<file path="src/rtl/alu_pkg.sv">
// Shared opcode encodings and default datapath width for the alu block.
package alu_pkg;

  localparam int unsigned ALU_WIDTH = 12;
  localparam int unsigned SEL_W     = 3;

  localparam logic [SEL_W-1:0] OP_ADD   = 3'b000;
  localparam logic [SEL_W-1:0] OP_SUB   = 3'b001;
  localparam logic [SEL_W-1:0] OP_MUL   = 3'b010;
  localparam logic [SEL_W-1:0] OP_SHL   = 3'b011;
  localparam logic [SEL_W-1:0] OP_SHR   = 3'b100;
  localparam logic [SEL_W-1:0] OP_INC   = 3'b101;
  localparam logic [SEL_W-1:0] OP_DEC   = 3'b110;
  localparam logic [SEL_W-1:0] OP_CONST = 3'b111;

endpackage

</file>
<file path="src/rtl/alu_core.sv">
// Combinational result mux: maps operands and opcode to a WIDTH-bit result.
module alu_core
  import alu_pkg::*;
#(
  parameter int unsigned WIDTH = ALU_WIDTH
) (
  input  logic [WIDTH-1:0] a,
  input  logic [WIDTH-1:0] b,
  input  logic [SEL_W-1:0] sel,
  output logic [WIDTH-1:0] r_c
);

  // All arithmetic is evaluated in WIDTH-bit context, so carries, borrows
  // and upper product bits fall away naturally.
  always_comb begin
    r_c = '0;
    unique case (sel)
      OP_ADD:   r_c = a + b;
      OP_SUB:   r_c = a - b;
      OP_MUL:   r_c = a * b;
      OP_SHL:   r_c = {a[WIDTH-2:0], 1'b0};
      OP_SHR:   r_c = {1'b0, a[WIDTH-1:1]};
      OP_INC:   r_c = a + WIDTH'(1);
      OP_DEC:   r_c = a - WIDTH'(1);
      OP_CONST: r_c = '0;
      default:  r_c = '0;
    endcase
  end

endmodule

</file>
<file path="src/rtl/alu.sv">
// Registered ALU: one-cycle latency from operands/opcode to f, async active-low clear.
module alu
  import alu_pkg::*;
#(
  parameter int unsigned WIDTH = ALU_WIDTH
) (
  input  logic             clk,
  input  logic             rst,
  input  logic [WIDTH-1:0] a,
  input  logic [WIDTH-1:0] b,
  input  logic [SEL_W-1:0] sel,
  output logic [WIDTH-1:0] f
);

  logic [WIDTH-1:0] r_c;

  alu_core #(
    .WIDTH(WIDTH)
  ) u_core (
    .a   (a),
    .b   (b),
    .sel (sel),
    .r_c (r_c)
  );

  // Output register is the only state in the block.
  always_ff @(posedge clk or negedge rst) begin
    if (!rst) f <= '0;
    else      f <= r_c;
  end

endmodule

</file>
<file path="config.mk">
export PLATFORM = sky130hd
export DESIGN_NAME = alu
export DESIGN_NICKNAME = d
export VERILOG_FILES = /design/src/rtl/alu_pkg.sv /design/src/rtl/alu_core.sv /design/src/rtl/alu.sv
export SDC_FILE = /design/constraint.sdc
export NUM_CORES = 1
export LEC_CHECK = 0
export CORE_MARGIN = 5
export CORE_UTILIZATION = 50
export DETAILED_ROUTE_END_ITERATION = 10
export DONT_BUFFER_PORTS = 1
export PLACE_DENSITY_LB_ADDON = 0.2
export SYNTH_ARGS = -nofsm -noshare
export SYNTH_HDL_FRONTEND = slang
export SYNTH_HIERARCHICAL = 1
export SYNTH_SLANG_ARGS = --single-unit
</file>
<file path="constraint.sdc">
create_clock -name clk -period 0.8 [get_ports clk]
set_input_delay 0.16 -clock clk [delete_from_list [all_inputs] [get_ports clk]]
set_output_delay 0.16 -clock clk [all_outputs]
set_load 0.02 [all_outputs]
</file>
Word-level counts from Yosys, hierarchy flattened

Index checks and enable logic that the tools add are counted.

Bits in registers: 12
Input port bits: 29
Output and inout port bits: 12
Logic and storage cells: 15

Add/subtract/negate cells: 4
$mul: 1
Equal/unequal tests: 7
Muxes and demuxes: 1
Reductions and logical operators: 1

Operators by type and width:

| operator                | count |
|---|---|
| $pmux W12 S8            | 1 |
| $add A12 B1 Y12 const B | 1 |
| $add A12 B12 Y12        | 1 |
| $eq A3 B3 Y1 const B    | 4 |
| $mul A12 B12 Y12        | 1 |
| $sub A12 B1 Y12 const B | 1 |
| $sub A12 B12 Y12        | 1 |
| $eq A3 B2 Y1 const B    | 2 |
| $eq A3 B1 Y1 const B    | 1 |
| $logic_not A3 Y1        | 1 |

Longest topological paths before layout

Word-level depth: 2
Mapped depth: 19

Hierarchy

Netlist, hierarchy kept.

Modules (own cells, without submodules):

| module   | instances | cells each | area an instance (um^2) | seq. area each (um^2) |
|---|---|---|---|---|
| alu_core | 1         | 466        | 3432.0                  | 0.0 |
| alu      | 1         | 12         | 300.3                   | 300.3 |

Worst setup path before layout

No wires, ideal clock.

Kind: input to register
Start point: input port b[5]
End point: register f[11]
Library setup time: 126 ps
Arrival time: 4703 ps
Data required time: 674 ps
Setup slack: -4029 ps
Stages: 16
Buffers on the path: 1
Path through: clkbuf_1 nand2_1 fa_1 fa_1 inv_1 fa_1 fa_1 inv_1 fa_1 xor2_1 xnor3_1 xnor3_1 xnor3_1 xor2_1 nor2_1 a221o_1

Longest elaborated chain between the ends: 2
Elaborated cells on any way between the ends: 4
Those cells by class: 2 x add/sub; 1 x mul; 1 x mux

RTL lines:

| what                                     | line           | text |
|---|---|---|
| start: declaration                       | alu.sv:10      | `input logic [WIDTH-1:0] b,` |
| $mul A12 B12 Y12 (tied with other cells) | alu_core.sv:20 | `OP_MUL: r_c = a * b;` |
| $pmux W12 S8 (*)                         | alu_core.sv:17 | `unique case (sel)` |
| named net r_c[11]                        | alu.sv:15      | `logic [WIDTH-1:0] r_c;` |
| end signal: assignment                   | alu.sv:29      | `else f <= r_c;` |
| end: declaration                         | alu.sv:12      | `output logic [WIDTH-1:0] f` |

Mark *: on every way through the listed nets, which the timed path passes. The rest lies on a longest branch.

Worst setup path after layout

Start point: input port b[4]
End point: register f[11]

The elaborated chain is that of the path after synthesis.

==> flow_summary.ini <==
[timing]
slew_violations = 0
rsz0062_at_grt = yes
fin_crit_ns = 3.824
worst_pin_slew_ns = 0.5700
setup_slack_ns = -3.024
hold_viol = 12
max-slew-margin-rel_pct = 62.00
max_freq_mhz = 261.5
fin_crit_sh_pct = 478.0
setup_violations = 24
hold-worst-slack_ns = -0.03278

[cts]
cts_max_level = 1
clk_pin_slew_ns = 0.06
clock_path_buffers = 2
tritoncts = done
cts_buffers = 3
cts_sinks = 12
root_buffer = clkbuf_8

[yosys]
syn_area_per_cell_sq_um = 7.808
netlist_area_sq_um = 3732
synth_top_area_share_pct = 21.45
synth_cell_types = 50
ys_ff_latch = 12
yosys_warnings = 6
synthArstFlopShare_pct = 100.0
ys_dominant_reg_cell = dfrtp_1
syn_inst = 478
yosysTopAreaCell = fa_1
synth_area_leaders = fa_1 (21%), ha_1 (14%), dfrtp_1 (8.0%)
ys_seq_area_share_pct = 8.046
synth_common_cells = inv_1 (75), nand2_1 (75), ha_1 (41)
syn_nets = 588
synth_edf_count = 0

[power]
p_total_mw = 9.838
switchingPower_mw = 4.350
p_leak_nw = 2.139
pwr-share-seq_pct = 11.0
ir_worst_vdd_mv = 1.136
clkPwrFrac_pct = 6.9
internal_power_mw = 5.488
p_comb_share_pct = 82.1
p_per_area_nw_per_um2 = 2077
swShare_pct = 44.22

[global_route]
grt_pass1_vias = 3447
grt_max_degree = 28
grt_pass1_wl_mm = 17.15
antenna_found_initial = 0
grt-ovfl-total = 0
track_usage_pct = 23.75

[floorplan]
design.core.area_sq_um = 7253
die_h_microns = 96.40
pin_count = 41
fp-row-count = 31
floorplan.initialDensity_pct = 51.46
fp.dieArea_sq_um = 9293
chipWidth_microns = 96.40

[min_path]
hp-class = input port to async pin

[worst_setup_path]
crit_path_end_kind = flop
worstPathRequired_ns = 0.91
path_max_fanout = 13
startpoint_type = input port
crit_arrival_ns = 3.93
critPathKind = input port to flop

[routing]
wirelength_mm = 10.68
avgViaCountPerCell = 5.625
drc = 0
first_pass_iters = 5
vias = 3403
avgRoutedWirePerCell_microns = 17.66
drt_iter0_markers = 214
ant_nets = 0

[placement]
io_buffers = 0
place_congestion = 0.9370
place_inst = 599
hpwl_mm = 8.112

[finish]
top_register = f
final_nets = 617
multi_input_area_sq_um = 3557
largest_reg_flops = 12
nFillCells = 613
layout.cells.non_filler = 605
reg.largest.list = f x12
insertedDiodeCount = 0
drive_gt1_share_pct = 30.83
register_area_sq_um = 312.8
syn2layout_area_growth_pct = 26.92

[status]
status = complete, but fails checks
violations = hold timing, setup timing

[flow_run]
max_cap_violations = 0
[logic make-up (layout without fill, tap and decap cells)]
kind of cell | count (synthesis) | in the layout | share of synthesized area [%]
and+or+nand+nor | 159 | 159 | 19.51
xor gates and xnor gates | 37 | 37 | 10.16
muxes | 2 | 2 | 0.5364
AOI/OAI and AO/OA | 85 | 85 | 16.23
DFF | 12 | 12 | 8.046
adders and majority gates | 81 | 81 | 35.20
buffers and inverters | 102 | 130 | 10.33
[power groups by stage]
stage / logic, mW / clock network (mW) / registers, mW
6_report: 8.08 / 0.681 / 1.08
3_3_place_gp: 7.02 / 0 / 1.06
2_1_floorplan: 5.29 / 0 / 1.03
5_1_grt: 8.90 / 0.709 / 1.10
4_1_cts: 7.61 / 0.688 / 1.08
3_5_place_dp: 7.16 / 0 / 1.07
[metal layers]
layer | GRT usage [%] | vias to the layer above | routed length [microns]
li1 | - | 1622 | -
met1 | 33.32 | 1639 | 4622
met2 | 39.97 | 132 | 5167
met3 | 2.866 | 10 | 799
met4 | 3.972 | 0 | 94
met5 | 0 | - | 0
[worst max path at each step]
stage               from  endpoint  slack (ns)
CTS                 b[3]     f[11]       -2.98
floorplan           b[3]     f[11]       -3.22
global route        a[7]     f[11]       -3.18
finish              b[4]     f[11]       -3.02
global placement    a[7]     f[11]       -3.30
detailed placement  a[7]     f[11]       -3.31
[through the flow]
stage / hold WS (ns) / utilization [%] / TNS, ns / worst slack [ns] / instance area (sq um)
floorplan: -0.1356 / - / -25.19 / -3.218 / 4168
global placement: -0.1353 / 59.51 / -26.13 / -3.303 / 4317
detailed placement: -0.1353 / 59.51 / -26.31 / -3.306 / 4317
CTS: 0.004752 / 63.26 / -23.18 / -2.981 / 4588
global route: 0.01339 / 65.31 / -24.32 / -3.180 / 4737
finish: -0.03278 / 65.31 / -23.20 / -3.024 / 4737
[area by class of cell]
cell class | count | area share (%)
multi-input cells | 364 | 75.09
repair buffers | 51 | 8.426
flip-flops and latches | 12 | 6.603
inverters | 75 | 6.101
well taps | 99 | 2.615
clock buffers | 4 | 1.162
[critical path, stage by stage]
cell and delay, ns:
and2_4 0.14, fa_1 0.48, ha_2 0.19, fa_1 0.50
inv_2 0.04, fa_1 0.46, fa_1 0.50, inv_2 0.04
ha_4 0.17, a211oi_4 0.18, nor2_2 0.08, o41ai_2 0.42
xor2_1 0.18, nor2_1 0.07, a221o_1 0.30
[layout by cell type (no fill, tap or decap), types with 4 or more instances in the layout]
cell type  netlist  layout
nand2b_1         4       4
a21oi_1         14      12
fa_1            40      33
buf_4            0      47
nor3_1           9       9
a21o_1           4       4
o21ai_2          0       5
ha_1            41      20
or3_1            5       5
and2_4           0       4
nor2_1          30      26
and2_1          20      16
o221ai_1         9       8
nand2_1         75      62
inv_2            0      13
o31ai_1          6       4
xnor2_1         23      20
nand2_8          0       4
fa_2             0       7
xor2_1          10       9
inv_1           75      59
ha_4             0      18
clkbuf_8         0       4
dfrtp_2          0      10
nand2_2          0       8
xnor3_1          4       4
o21ai_0         14       6
[timing repair]
| item | 4_1_cts | 5_1_grt |
|---|---|---|
| hold endpoints to repair | 12 | 0 |
| hold buffers | 1 | 0 |
| pin swaps | 28 | 27 |
| setup buffers | 1 | 2 |
| setup endpoints to repair | 24 | 36 |
| gates resized for setup | 44 | 34 |
No activity file was read; power rests on OpenSTA's default activity.
